==> src/rtl/robs_pkg.sv <==
// Shared types and control-word encodings for the Robertson multiplier
// controller and its control-word decoder.
package robs_pkg;

    typedef enum logic [3:0] {
        S_IDLE,
        S_INIT,
        S_LOADR,
        S_TEST,
        S_ADD,
        S_SUB,
        S_SHIFT,
        S_WRITE,
        S_STORE,
        S_DONE,
        S_ERR
    } robs_state_t;

    localparam int C_W          = 15;

    localparam int C_LOAD_Y     = 0;
    localparam int C_CNT_RST    = 1;
    localparam int C_CLR_A      = 2;
    localparam int C_LOAD_X     = 3;
    localparam int C_RH_SEL     = 4;
    localparam int C_RL_SEL     = 6;
    localparam int C_X_SEL      = 7;
    localparam int C_LOAD_RH    = 8;
    localparam int C_LOAD_RL    = 9;
    localparam int C_ADDSUB     = 10;
    localparam int C_SHIFT_MODE = 11;
    localparam int C_SHIFT_EN   = 12;
    localparam int C_CNT_DEC    = 13;
    localparam int C_LOAD_A     = 14;

    localparam logic [1:0] RH_A   = 2'b00;
    localparam logic [1:0] RH_SR  = 2'b01;
    localparam logic [1:0] RH_ALU = 2'b10;

    localparam logic ADDSUB_ADD  = 1'b1;
    localparam logic ADDSUB_SUB  = 1'b0;
    localparam logic SHIFT_ARITH = 1'b1;

endpackage

==> src/rtl/robs_control_cword_decode.sv <==
// Moore decode of the controller state into the 15-bit datapath
// control word; bits not named for a state stay 0.
module robs_cword_decode
    import robs_pkg::*;
(
    input  robs_state_t      state,
    output logic [C_W-1:0]   c
);

    always_comb begin
        c = '0;
        unique case (state)
            S_INIT: begin
                c[C_LOAD_Y]  = 1'b1;
                c[C_CNT_RST] = 1'b1;
                c[C_CLR_A]   = 1'b1;
                c[C_LOAD_X]  = 1'b1;
                c[C_X_SEL]   = 1'b0;
            end
            S_LOADR: begin
                c[C_RH_SEL +: 2] = RH_A;
                c[C_RL_SEL]      = 1'b0;
                c[C_LOAD_RH]     = 1'b1;
                c[C_LOAD_RL]     = 1'b1;
            end
            S_ADD: begin
                c[C_RH_SEL +: 2] = RH_ALU;
                c[C_ADDSUB]      = ADDSUB_ADD;
                c[C_LOAD_RH]     = 1'b1;
            end
            S_SUB: begin
                c[C_RH_SEL +: 2] = RH_ALU;
                c[C_ADDSUB]      = ADDSUB_SUB;
                c[C_LOAD_RH]     = 1'b1;
            end
            S_SHIFT: begin
                c[C_SHIFT_EN]   = 1'b1;
                c[C_SHIFT_MODE] = SHIFT_ARITH;
            end
            S_WRITE: begin
                c[C_RH_SEL +: 2] = RH_SR;
                c[C_RL_SEL]      = 1'b1;
                c[C_LOAD_RH]     = 1'b1;
                c[C_LOAD_RL]     = 1'b1;
                c[C_CNT_DEC]     = 1'b1;
            end
            S_STORE: begin
                c[C_LOAD_A] = 1'b1;
                c[C_LOAD_X] = 1'b1;
                c[C_X_SEL]  = 1'b1;
            end
            default: c = '0;
        endcase
    end

endmodule

==> src/rtl/robs_control.sv <==
// Sequencer for the signed Robertson multiplier datapath.
// Define ROBS_CTRL_WATCHDOG_EN to add the iteration watchdog and ERR state.
module robs_control
    import robs_pkg::*;
#(
    parameter int WIDTH = 8
) (
    input  logic             clk,
    input  logic             reset,
    input  logic             start,
    input  logic             zr,
    input  logic             zq,
    output logic [C_W-1:0]   c,
    output logic             busy,
    output logic             done,
    output logic             err
);

    robs_state_t state_q;
    robs_state_t state_d;
    logic        last_q;
    logic        wd_trip;

    always_ff @(posedge clk) begin
        if (reset) begin
            state_q <= S_IDLE;
            last_q  <= 1'b0;
        end else begin
            state_q <= state_d;
            if (state_q == S_TEST)
                last_q <= zq;
        end
    end

`ifdef ROBS_CTRL_WATCHDOG_EN
    localparam int CNT_W = $clog2(WIDTH + 1);

    logic [CNT_W-1:0] iter_q;

    always_ff @(posedge clk) begin
        if (reset)
            iter_q <= '0;
        else if (state_q == S_INIT)
            iter_q <= '0;
        else if (state_q == S_WRITE)
            iter_q <= iter_q + 1'b1;
    end

    // The WRITE in progress is iteration iter_q+1; trip on the WIDTH-th
    // one if the sign-bit iteration was never seen.
    assign wd_trip = (iter_q == CNT_W'(WIDTH - 1)) && !last_q;
`else
    // A zero-width multiplier can never finish; otherwise never trips.
    assign wd_trip = (WIDTH < 1);
`endif

    always_comb begin
        state_d = state_q;
        unique case (state_q)
            S_IDLE:  if (start) state_d = S_INIT;
            S_INIT:  state_d = S_LOADR;
            S_LOADR: state_d = S_TEST;
            S_TEST: begin
                if (zr)
                    state_d = S_SHIFT;
                else if (zq)
                    state_d = S_SUB;
                else
                    state_d = S_ADD;
            end
            S_ADD:   state_d = S_SHIFT;
            S_SUB:   state_d = S_SHIFT;
            S_SHIFT: state_d = S_WRITE;
            S_WRITE: begin
                if (last_q)
                    state_d = S_STORE;
                else if (wd_trip)
                    state_d = S_ERR;
                else
                    state_d = S_TEST;
            end
            S_STORE: state_d = S_DONE;
            S_DONE:  state_d = S_IDLE;
            S_ERR:   state_d = S_IDLE;
            default: state_d = S_IDLE;
        endcase
    end

    always_comb begin
        busy = (state_q != S_IDLE);
        done = (state_q == S_DONE);
`ifdef ROBS_CTRL_WATCHDOG_EN
        err  = (state_q == S_ERR);
`else
        err  = 1'b0;
`endif
    end

    robs_cword_decode u_decode (
        .state (state_q),
        .c     (c)
    );

endmodule

==> config.mk <==
export PLATFORM = sky130hd
export DESIGN_NAME = robs_control
export DESIGN_NICKNAME = d
export VERILOG_FILES = /design/src/rtl/robs_pkg.sv /design/src/rtl/robs_control_cword_decode.sv /design/src/rtl/robs_control.sv
export SDC_FILE = /design/constraint.sdc
export NUM_CORES = 1
export LEC_CHECK = 0
export BUFFER_PORTS_ARGS = -buffer_cell sky130_fd_sc_hd__buf_4
export CAP_MARGIN = 10
export CORE_AREA = 2 2 39 41
export DETAILED_ROUTE_END_ITERATION = 7
export DIE_AREA = 0 0 41 43
export PLACE_DENSITY_LB_ADDON = 0.08
export SYNTH_ARGS = -nofsm -noshare
export SYNTH_HDL_FRONTEND = slang
export SYNTH_SLANG_ARGS = --single-unit
==> constraint.sdc <==
create_clock -name clk -period 2.5 [get_ports clk]
set_clock_uncertainty 0.2 [all_clocks]
set_input_delay 0.375 -clock clk [delete_from_list [all_inputs] [get_ports clk]]
set_output_delay 0.375 -clock clk [all_outputs]
set_load 0.01 [all_outputs]
# Word-level counts from Yosys, hierarchy flattened
# Index checks and enable logic that the tools add are counted.
# classes
n_eq_ne,10
n_mux,14
n_reduce_logical,6
# ops
operator,count
$pmux 4 s8,1
$eq 4x3->1 const B,4
$eq 4x2->1 const B,2
$eq 4x4->1 const B,2
$mux 4,2
$mux 1,7
$reduce_or 2->1,3
$eq 4x1->1 const B,1
$logic_not 4->1,1
$mux 2,2
$pmux 2 s2,1
$reduce_bool 4->1,1
$reduce_or 4->1,1
$mux 3,1
$ne 2x2->1 const B,1
# word_totals
regBits,5
inputBits,5
out_inout_bits,18
wordCells,32

# Longest topological paths before layout
# depth
depth_word,3
mapped_depth,4
mapped_depth_nobuf,3

# Cells and area by module
# Synthesis repeated with hierarchy kept, for this count alone.
# hier_totals
hier_cells,56
hier_area_um2,475.5
# modules_own_cells
module,n_inst,cells_each,area_each_um2,seq_area_each_um2
robs_control,1,34,306.5,100.1
robs_cword_decode,1,22,168.9,0.0

# Least setup slack after synthesis
# OpenSTA, ideal clock, no wires.
# synth_path
path_type,register to output
from,reg state_q[0]
to,out c[1]
t_arrival_ns,1.143
t_required_ns,1.925
setup_slack_ns,0.782
stages_incl_launch_ff,5
path_buffers,2
path_cell_list,dfxtp_1 buf_6 nand2b_1 nor3_1 buf_4
# synth_via
elab_chain_cells,2
# synth_rtl
item,line,source
start: declaration,robs_control.sv:19,robs_state_t state_q;
start signal: assignment,robs_control.sv:29,state_q <= state_d;
$eq 4x1->1,robs_control_cword_decode.sv:12,unique case (state)
$mux 3,robs_control_cword_decode.sv:12,
end: declaration,robs_control.sv:13,"output logic [C_W-1:0] c,"
# Every way passes these cells.

# Worst setup path after layout
# Same ends and word-level chain as after synthesis.

==> run summary <==
ROUTE
--------------------------------------------------------------------------------
Remaining design rule violation count .............................            0
Mean number of vias per cell ......................................         4.56
Total via count after detailed routing ............................          392
Detailed-route wire length ........................................       843 µm
Routed WL per cell ................................................      9.80 µm
Number of routed nets with antenna violations .....................            0
Drt initial violations ............................................            2
Number of detailed-route iterations in the first pass .............            4

DIE
--------------------------------------------------------------------------------
Initial core utilization ..........................................        0.335
Chip Width ........................................................        41 µm
Area of the core ..................................................  0.00138 mm²
Die Y-Extent ......................................................        43 µm
Die ar. ...........................................................  0.00176 mm²
Std-Cell Rows .....................................................           14
Ports .............................................................           23

PWR
--------------------------------------------------------------------------------
Power share of the sequential group ...............................        0.305
Pwr/cell area .....................................................   874 mW/mm²
Leakage power figure ..............................................     0.260 nW
Combinational group share of total power ..........................        0.513
Clock share of power ..............................................        0.182
Switch Pwr ........................................................   0.000200 W
Fraction of power spent switching nets ............................        0.401
Total power .......................................................   0.000498 W
Maximum vdd drop ..................................................     0.371 mV
Internal power consumption ........................................   0.000298 W

YOSYS
--------------------------------------------------------------------------------
Average footprint of a synthesized cell ...........................     8.27 µm²
Gate count of the mapped netlist ..................................           56
Leading post-synthesis cells by cell area ......................... sky130_fd_sc_hd__dfxtp_1 22%, sky130_fd_sc_hd__buf_4 11%, sky130_fd_sc_hd__buf_6 9.7%, sky130_fd_sc_hd__nor3_1 6.5%, sky130_fd_sc_hd__nor2_1 4.1%
Unique cell type count in the Yosys netlist .......................           25
Cell Area, Synth ..................................................      463 µm²
Area fraction of the dominant cell type after synthesis ...........        0.216
Cell type with the largest total area after synthesis ............. sky130_fd_sc_hd__dfxtp_1
Yosys synthesis warning count .....................................            0
Synthesized netlist net count .....................................           61
FF+latch count, synth .............................................            5
Proportion of synthesized chip area in sequential cells ...........        0.216

LAYOUT
--------------------------------------------------------------------------------
Post-Route Utilization ............................................        0.411
Cell Count, Final, Fillers Out ....................................           86
Number of nets in the finished design .............................           76
Relative area change from synthesis to final layout ...............        23.0%
Most frequent cells in the layout ................................. 21 x sky130_fd_sc_hd__buf_4, 6 x sky130_fd_sc_hd__nor3_1, 5 x sky130_fd_sc_hd__nor2_1, 5 x sky130_fd_sc_hd__dfxtp_1
Antenna Diode Count ...............................................            0
Most common cell after layout, fill and taps aside ................ sky130_fd_sc_hd__buf_4
Number of filler instances in the final layout ....................          145
Layout cell share with drive strength beyond 1 ....................        0.429

CTS
--------------------------------------------------------------------------------
TritonCTS sink count ..............................................            5
Clock buffer count from CTS .......................................            3
Root Buffer ....................................................... sky130_fd_sc_hd__clkbuf_4
Buffer depth of the longest clock path ............................            2
Resize count post-CTS .............................................            0
Clock transition at the registers of the reported paths ...........        40 ps
TritonCTS clock tree ..............................................        built
Clock latency at the later pin of the worst-skew pair .............       240 ps
Post-CTS Setup Inserts ............................................            0
Total number of H-tree levels .....................................            1
Number of buffers added to fix hold violations after cts ..........            0

GLOBAL ROUTE
--------------------------------------------------------------------------------
Largest net degree at the start of global routing .................           15
Met1 track demand over resource ...................................        0.165
GRT met3 Usage ....................................................       0.0157
Global Route Usage Sum ............................................        0.112
Vias in the first global route ....................................          323
Most Crowded Layer GR .............................................         met1
Final global-route overflow total .................................            0
Global-route wire length before repair ............................      1350 µm
GRT met2 Usage ....................................................        0.141
Number of antenna violations at the first check in global routing .            0

STA
--------------------------------------------------------------------------------
Unrepaired setup endpoints after global routing ...................           no
Setup-violating endpoint count in the final report ................            0
Max Fclk ..........................................................    0.494 GHz
Final Hold Fails ..................................................            0
Final slew viol count .............................................            0
Post-layout min period ............................................      2030 ps
Final clock period utilization by the worst path ..................        0.810
Total negative slack ..............................................         0 ps

MIN PATH
--------------------------------------------------------------------------------
Source of the worst hold timing path ..............................        reset
Hold-critical path depth ..........................................            2
Worst min-delay path endpoint ..................................... last_q$_SDFFE_PP0N_
Worst min path class ..............................................       in2reg

CRITICAL PATH
--------------------------------------------------------------------------------
Highest net fanout along the worst path ...........................           12
Worst endpoint required time ......................................      1920 ps
Element type at the critical path start ...........................     register
Type of the setup path with the least slack .......................      reg2out
CP arrival ........................................................      1450 ps
Beginning of the worst register-to-register path .................. state_q[2]$_SDFFE_PP0P_
Register-to-register setup slack ..................................       920 ps
CP endpoint kind ..................................................   output pin
Number of cell instances on the worst register-to-register path ...            3
Endpoint of the most critical register-to-register path ........... state_q[0]$_SDFFE_PP0P_

PLACE
--------------------------------------------------------------------------------
Cells after DPL ...................................................           82
Number of port buffers ............................................           21
Last weighted congestion value of the routability-driven placer ...        0.725
Estimated wirelength of the detail-placed design ..................       640 µm

OUTCOME
--------------------------------------------------------------------------------
Outcome ...........................................................    completed

RUN
--------------------------------------------------------------------------------
Number of maximum-capacitance constraint violations ...............            0

==> synthesized netlist by cell type <==
master,n
sky130_fd_sc_hd__buf_6,4
sky130_fd_sc_hd__buf_4,7
sky130_fd_sc_hd__nor4_1,1
sky130_fd_sc_hd__and2_1,1
sky130_fd_sc_hd__o21a_1,1
sky130_fd_sc_hd__and4bb_2,1
sky130_fd_sc_hd__a211oi_2,1
sky130_fd_sc_hd__xnor2_1,2
sky130_fd_sc_hd__nor3b_1,2
sky130_fd_sc_hd__nor2b_1,2
sky130_fd_sc_hd__or2b_2,2
sky130_fd_sc_hd__and3b_1,1
sky130_fd_sc_hd__a21oi_1,1
sky130_fd_sc_hd__nand2_1,3
sky130_fd_sc_hd__inv_1,1
sky130_fd_sc_hd__conb_1,1
sky130_fd_sc_hd__o31a_1,2
sky130_fd_sc_hd__xor2_1,2
sky130_fd_sc_hd__nand2b_1,2
sky130_fd_sc_hd__and2b_2,1
sky130_fd_sc_hd__nor3_2,1
sky130_fd_sc_hd__nor3_1,6
sky130_fd_sc_hd__nor2_1,5
sky130_fd_sc_hd__dfxtp_1,5
sky130_fd_sc_hd__mux2i_1,1
==> per-stage QoR <==
stage | setup slack (ps) | hold slack, ps | instance area [µm²]
after CTS | 456 | 125 | 569
after global routing | 333 | 137 | 569
after floorplan | 782 | 247 | 463
final | 475 | 133 | 569
after detailed placement | 719 | 318 | 543
after global placement | 730 | 349 | 543
==> critical path, stage by stage, from the launching register on <==
cell	delay, ps
sky130_fd_sc_hd__dfxtp_1	590
sky130_fd_sc_hd__nand2b_1	160
sky130_fd_sc_hd__nor3_1	280
sky130_fd_sc_hd__buf_4	190
==> cell families (layout without fill, tap and decap cells) <==
group,Yosys count,in the layout,share of synthesized area
flip-flops,5,5,0.216
other,1,1,0.00810
AND/OR/NAND/NOR,28,28,0.368
XOR/XNOR,4,4,0.0757
buffers and inverters,12,26,0.219
multiplexers,1,1,0.0216
AO/OA/AOI/OAI,5,5,0.0919
==> power groups by stage <==
| stage | Sequential [W] | Clock, W | Combinational, W |
|---|---|---|---|
| finish | 0.000152 | 0.0000905 | 0.000255 |
| detailed placement | 0.000153 | 0 | 0.000259 |
| global placement | 0.000153 | 0 | 0.000261 |
| CTS | 0.000151 | 0.0000958 | 0.000259 |
| global route | 0.000157 | 0.000101 | 0.000286 |
| floorplan | 0.000111 | 0 | 0.000235 |
==> cell type report <==
cell class                 instances  area, µm²  area share
clock buffer                       4       26.3      0.0462
inverter                           1       3.75     0.00659
multi-input combinational         39        262       0.459
sequential                         5        100       0.176
tap                               16       20.0      0.0352
timing repair buffer              21        158       0.277
==> flip-flops by register name (all words and copies together) (netlist names) <==
name / cells
state_q: 4
last_q: 1
==> worst max-delay path by stage <==
stage | start | to | cells after the start | slack (ps)
finish | state_q[0]$_SDFFE_PP0P_ | c[1] | 3 | 470
global route | state_q[0]$_SDFFE_PP0P_ | c[0] | 3 | 330
CTS | state_q[0]$_SDFFE_PP0P_ | c[1] | 3 | 460
detailed placement | state_q[0]$_SDFFE_PP0P_ | c[1] | 3 | 720
global placement | state_q[0]$_SDFFE_PP0P_ | c[2] | 3 | 730
floorplan | state_q[0]$_SDFFE_PP0P_ | c[1] | 4 | 780
==> layer usage <==
metal | vias to the layer above | routed length, µm
li1 | 211 | -
met3 | 0 | 82
met5 | - | 0
met1 | 162 | 410
met2 | 19 | 350
met4 | 0 | 0
Power figures use the tool's default switching activity.
